[config.mk]
export PLATFORM = sky130hd
export DESIGN_NAME = uart_rx_ctrl
export DESIGN_NICKNAME = d
export VERILOG_FILES = /design/src/rtl/uart_rx_pkg.sv /design/src/rtl/uart_rx_data_sampler.sv /design/src/rtl/uart_rx_ctrl.sv
export SDC_FILE = /design/constraint.sdc
export NUM_CORES = 1
export LEC_CHECK = 0
export ABC_AREA = 1
export CAP_MARGIN = 20
export CORE_MARGIN = 5
export CORE_UTILIZATION = 55
export DETAILED_ROUTE_END_ITERATION = 10
export PLACE_DENSITY = 0.87
export SYNTH_ARGS = -nofsm -noshare
export SYNTH_HDL_FRONTEND = slang
export SYNTH_HIERARCHICAL = 1
export SYNTH_SLANG_ARGS = --single-unit
export TNS_END_PERCENT = 10
[constraint.sdc]
create_clock -name CLK -period 3.9 [get_ports CLK]
set_input_delay 0.78 -clock CLK [delete_from_list [all_inputs] [get_ports CLK]]
set_output_delay 0.78 -clock CLK [all_outputs]
set_load 0.005 [all_outputs]
[src/rtl/uart_rx_pkg.sv]
// rtl/uart_rx_pkg.sv - shared types and constants for the UART receive controller
package uart_rx_pkg;

  typedef enum logic [2:0] {
    ST_IDLE,
    ST_START,
    ST_DATA,
    ST_PARITY,
    ST_STOP
  } rx_state_e;

  localparam logic START_BIT          = 1'b0;
  localparam int   DEFAULT_DATA_WIDTH = 8;
  localparam int   MIN_PRESCALE       = 5;

  function automatic logic majority3(input logic [2:0] s);
    return (s[0] & s[1]) | (s[0] & s[2]) | (s[1] & s[2]);
  endfunction

endpackage

[src/rtl/uart_rx_data_sampler.sv]
// rtl/uart_rx_data_sampler.sv - three mid-bit sample flops and majority vote
module uart_rx_data_sampler
  import uart_rx_pkg::*;
(
  input  logic       CLK,
  input  logic       Reset,
  input  logic       RX_IN,
  input  logic [4:0] Prescale,
  input  logic [4:0] edge_count,
  input  logic       enable,
  output logic       sampled
);

  logic [4:0] mid;
  logic [2:0] samples;

  assign mid = Prescale >> 1;

  always_ff @(posedge CLK or negedge Reset) begin
    if (!Reset) begin
      samples <= 3'b111;
    end else if (enable) begin
      if (edge_count == mid - 5'd1) samples[0] <= RX_IN;
      if (edge_count == mid)        samples[1] <= RX_IN;
      if (edge_count == mid + 5'd1) samples[2] <= RX_IN;
    end
  end

  assign sampled = majority3(samples);

endmodule

[src/rtl/uart_rx_ctrl.sv]
// rtl/uart_rx_ctrl.sv - UART receive FSM, deserializer and frame checks; parity via UART_RX_PARITY_EN
module uart_rx_ctrl
  import uart_rx_pkg::*;
#(
  parameter int DATA_WIDTH = DEFAULT_DATA_WIDTH
) (
  input  logic                  CLK,
  input  logic                  Reset,
  input  logic                  RX_IN,
  input  logic [4:0]            Prescale,
  input  logic                  PAR_EN,
  input  logic                  PAR_TYP,
  input  logic [3:0]            bit_count,
  input  logic [4:0]            edge_count,
  output logic                  count_EN,
  output logic [DATA_WIDTH-1:0] P_DATA,
  output logic                  data_valid,
  output logic                  par_err,
  output logic                  stp_err
);

  localparam logic [3:0] LAST_DATA_BIT = 4'(DATA_WIDTH);

  rx_state_e             state, state_nxt;
  logic                  sampled;
  logic                  last_edge;
  logic                  start_seen;
  logic [DATA_WIDTH-1:0] shadow;
  logic                  par_err_q;

  assign last_edge  = (edge_count == Prescale);
  assign start_seen = (state == ST_IDLE) && (RX_IN == START_BIT);
  assign count_EN   = (state != ST_IDLE);
  assign par_err    = par_err_q;

  uart_rx_data_sampler u_sampler (
    .CLK        (CLK),
    .Reset      (Reset),
    .RX_IN      (RX_IN),
    .Prescale   (Prescale),
    .edge_count (edge_count),
    .enable     (count_EN),
    .sampled    (sampled)
  );

`ifdef UART_RX_PARITY_EN
  logic par_en_q;
  logic par_typ_q;

  // Frame format is frozen at start detection so a mid-frame change cannot skew the bit count.
  always_ff @(posedge CLK or negedge Reset) begin
    if (!Reset) begin
      par_en_q  <= 1'b0;
      par_typ_q <= 1'b0;
      par_err_q <= 1'b0;
    end else if (start_seen) begin
      par_en_q  <= PAR_EN;
      par_typ_q <= PAR_TYP;
      par_err_q <= 1'b0;
    end else if (state == ST_PARITY && last_edge) begin
      par_err_q <= (sampled != ((^shadow) ^ par_typ_q));
    end
  end
`else
  logic unused_par_cfg;
  assign unused_par_cfg = ^{PAR_EN, PAR_TYP};
  assign par_err_q      = 1'b0;
`endif

  always_ff @(posedge CLK or negedge Reset) begin
    if (!Reset) begin
      state <= ST_IDLE;
    end else begin
      state <= state_nxt;
    end
  end

  always_comb begin
    state_nxt = state;
    case (state)
      ST_IDLE: begin
        if (RX_IN == START_BIT) state_nxt = ST_START;
      end
      ST_START: begin
        if (last_edge) state_nxt = sampled ? ST_IDLE : ST_DATA;
      end
      ST_DATA: begin
        if (last_edge && bit_count == LAST_DATA_BIT) begin
`ifdef UART_RX_PARITY_EN
          state_nxt = par_en_q ? ST_PARITY : ST_STOP;
`else
          state_nxt = ST_STOP;
`endif
        end
      end
`ifdef UART_RX_PARITY_EN
      ST_PARITY: begin
        if (last_edge) state_nxt = ST_STOP;
      end
`endif
      ST_STOP: begin
        if (last_edge) state_nxt = ST_IDLE;
      end
      default: state_nxt = ST_IDLE;
    endcase
  end

  // P_DATA only moves on a clean frame; the shadow absorbs everything else.
  always_ff @(posedge CLK or negedge Reset) begin
    if (!Reset) begin
      shadow     <= '0;
      P_DATA     <= '0;
      data_valid <= 1'b0;
      stp_err    <= 1'b0;
    end else begin
      data_valid <= 1'b0;
      if (start_seen) begin
        stp_err <= 1'b0;
      end
      if (state == ST_DATA && last_edge) begin
        shadow <= {sampled, shadow[DATA_WIDTH-1:1]};
      end
      if (state == ST_STOP && last_edge) begin
        stp_err <= ~sampled;
        if (sampled && !par_err_q) begin
          P_DATA     <= shadow;
          data_valid <= 1'b1;
        end
      end
    end
  end

endmodule

==> flow_summary_export.csv <==
group,metric,value,unit
status,status,"finished, final reports clean",
final_layout,area_growth,23.1,%
grt,grt_max_degree,25,
logic_synthesis,synth_nets,236,
final_layout,finalInstanceArea,0.00186,sq mm
grt,globalRouteOverflowTotal,0,
clock_tree,cts_hold_buf,0,
grt,antenna_found_initial,0,
clock_tree,clockBufferDepth,2,
setup_path,startpoint_type,"register",
hold_path,hp-class,"register to register",
logic_synthesis,synth_flop_cell,"dfrtp_1",
final_layout,nets,264,
grt,grtUsageTotal,15.9,%
setup_path,arrival,1620,ps
timing,rsz0062_at_grt,"false",
timing,timing_worst_slew_pin_value,757,ps
timing,clock-skew-final,9.94,ps
clock_tree,postCtsSetupBuffers,0,
placement,place.gp.congestion,0.821,
clock_tree,cts_htree_levels,1,
logic_synthesis,ys_warn_count,6,
timing,clock.fmax,416,MHz
logic_synthesis,ys_async_sr_fraction,100,%
setup_path,timing.rr.end,"P_DATA[1]",
final_layout,instances_no_fill,273,
floorplan,num_io_pins,31,
logic_synthesis,netlist_area,0.00151,sq mm
timing,setup_violations,0,
floorplan,coreArea,0.00269,sq mm
clock_tree,cts_num_sinks,24,
logic_synthesis,synthTopCellsByArea,"dfrtp_1 35%, nand2_1 22%, nand3_1 8.0%",
logic_synthesis,synth_top_area_share,34.8,%
setup_path,crit_path_start,"state[2]",
setup_path,required,3120,ps
timing,hold_ws,477,ps
setup_path,worstSetupPathType,"register to output pin",
logic_synthesis,synth-seq-cells,24,
logic_synthesis,syn_avg_cell_area,7.02,sq um
timing,drv_slew,0,
route,drt-initial-drc-count,81,
route,dr_total_vias,1380,
floorplan,die_height,62.4,um
logic_synthesis,synth_top_area_cell,"dfrtp_1",
power,power_frac_comb,26.5,%
logic_synthesis,synth_cells,215,
power,swShare,30.9,%
timing,tns,0,ps
power,p_switching,202,uW
timing,period_needed,2400,ps
clock_tree,cts_buffers,3,
power,intPower,452,uW
placement,numPlacedInstances,268,
route,via_per_inst,5.05,
power,power_density,352,mW/mm^2
setup_path,crit_fanout,6,
route,drcViolationCount,0,
timing,slew_headroom,49.3,%
floorplan,num_rows,19,
setup_path,r2r_start,"state[0]",
clock_tree,cts_resized,0,
floorplan,initial_core_util,56.2,%
floorplan,die_w,62.4,um
setup_path,critPathCapture,"count_EN",
placement,portBuffers,27,
power,vdd.ir_drop.worst,274,uV
final_layout,drive_above_1_share,7.85,%
grt,grt_pass1_wl,5190,um
route,finalWirelength,2960,um
grt,grt_pass1_vias,1215,
final_layout,diodes,0,
final_layout,nFillCells,230,
clock_tree,clk_pin_slew,140,ps
power,clkPwrFrac,27.8,%
logic_synthesis,synth_cell_types,27,
logic_synthesis,yosysSeqAreaShare,40.0,%
flow_run,maxCapViolations,0,
logic_synthesis,yosysMostFrequentCell,"nand2_1",
logic_synthesis,synth-edff-count,0,
timing,hold_viol_final,0,
clock_tree,clk_latency,320,ps
clock_tree,root_buffer,"clkbuf_4",
clock_tree,cts_tree,"done",
route,ant_nets,0,
placement,dpl_cell_area,0.00178,sq mm
timing,period_share,61.6,%
logic_synthesis,netlist_top_cells_count,"89 x nand2_1, 28 x inv_1, 24 x nand3_1",
power,power,653,uW
floorplan,die_area,0.00389,sq mm
route,drt_pass1_iterations,4,
power,power.leakage,0.00100,uW
route,wire_per_inst,10.8,um
setup_path,reg2regPathDepth,4,
power,p_seq_share,45.7,%
placement,dp_hpwl,2290,um
setup_path,critPathCaptureType,"output pin",
setup_path,r2r_setup_slack,2300,ps
[critical path: stages (launching register included)]
cell and delay, ps:
dfrtp_1 440, nor3_1 240, inv_1 140, clkdlybuf4s50_1 470
[layer usage]
metal	routed length [um]	global-route usage, %
met5	0	0
met4	43	6.90
met3	140	1.62
met2	1360	24.4
met1	1420	22.7
[power by group through the flow]
stage | clock, uW | sequential [uW] | combinational (uW)
finish | 182 | 298 | 173
global route | 193 | 302 | 197
CTS | 182 | 298 | 170
detailed placement | 0 | 303 | 171
global placement | 0 | 303 | 169
floorplan | 0 | 299 | 118
[how the worst min path moves through the flow]
| stage | from | to | cells past startpoint |
|---|---|---|---|
| after CTS | u_sampler/samples[1] | u_sampler/samples[1] | 2 |
| after global placement | u_sampler/samples[1] | u_sampler/samples[1] | 2 |
| final | u_sampler/samples[1] | u_sampler/samples[1] | 2 |
| after global routing | u_sampler/samples[0] | u_sampler/samples[0] | 2 |
| after detailed placement | u_sampler/samples[1] | u_sampler/samples[1] | 2 |
| after floorplan | shadow[0] | shadow[0] | 2 |
[registers in the layout (all words and copies together) (netlist names)]
signal / count
stp_err: 1
state: 3
shadow: 8
u_sampler/samples: 3
data_valid: 1
P_DATA: 8
[per-stage QoR]
stage	utilization, %	setup WS, ps
after floorplan	-	2170
after global placement	66.2	1240
after detailed placement	66.2	1220
after CTS	68.2	1490
after global routing	69.1	1340
final	69.1	1500
[layout by cell type (no fill, tap or decap)]
cell / count
nor3_4: 1
nand3_1: 24
nor3_1: 1
nor2_1: 9
inv_1: 28
nor3_2: 2
nor2_2: 1
o21ai_1: 2
clkbuf_4: 3
or2_0: 1
nand2_1: 89
xnor2_1: 3
nand2_4: 1
conb_1: 1
nor2_4: 1
ha_1: 2
dfrtp_1: 21
nand4_1: 11
inv_2: 2
nand3_4: 1
clkbuf_16: 1
a21oi_1: 1
o21ai_0: 2
bufinv_16: 1
dfstp_2: 3
nand2_2: 2
clkdlybuf4s50_1: 27
maj3_1: 1
[layout make-up]
type / count / area (sq um) / area share, %
multi-input combinational: 156 / 753 / 40.6
sequential: 24 / 604 / 32.5
timing repair buffer: 28 / 295 / 15.9
inverter: 30 / 113 / 6.06
tap: 31 / 38.8 / 2.09
clock inverter: 1 / 30.0 / 1.62
clock buffer: 3 / 22.5 / 1.21
[cell families (layout without fill, tap and decap cells)]
logic type                 count (synthesis)  count (layout)  share of synthesized area, %
and+or+nand+nor                          144             144                          43.9
buffers and inverters                     35              62                          10.0
DFF                                       24              24                          40.0
AOI/OAI and AO/OA                          5               5                          1.66
adders and majority gates                  3               3                          2.32
xor gates and xnor gates                   3               3                          1.74
other                                      1               1                         0.249
Note: power is estimated with default switching activity, not from simulation.
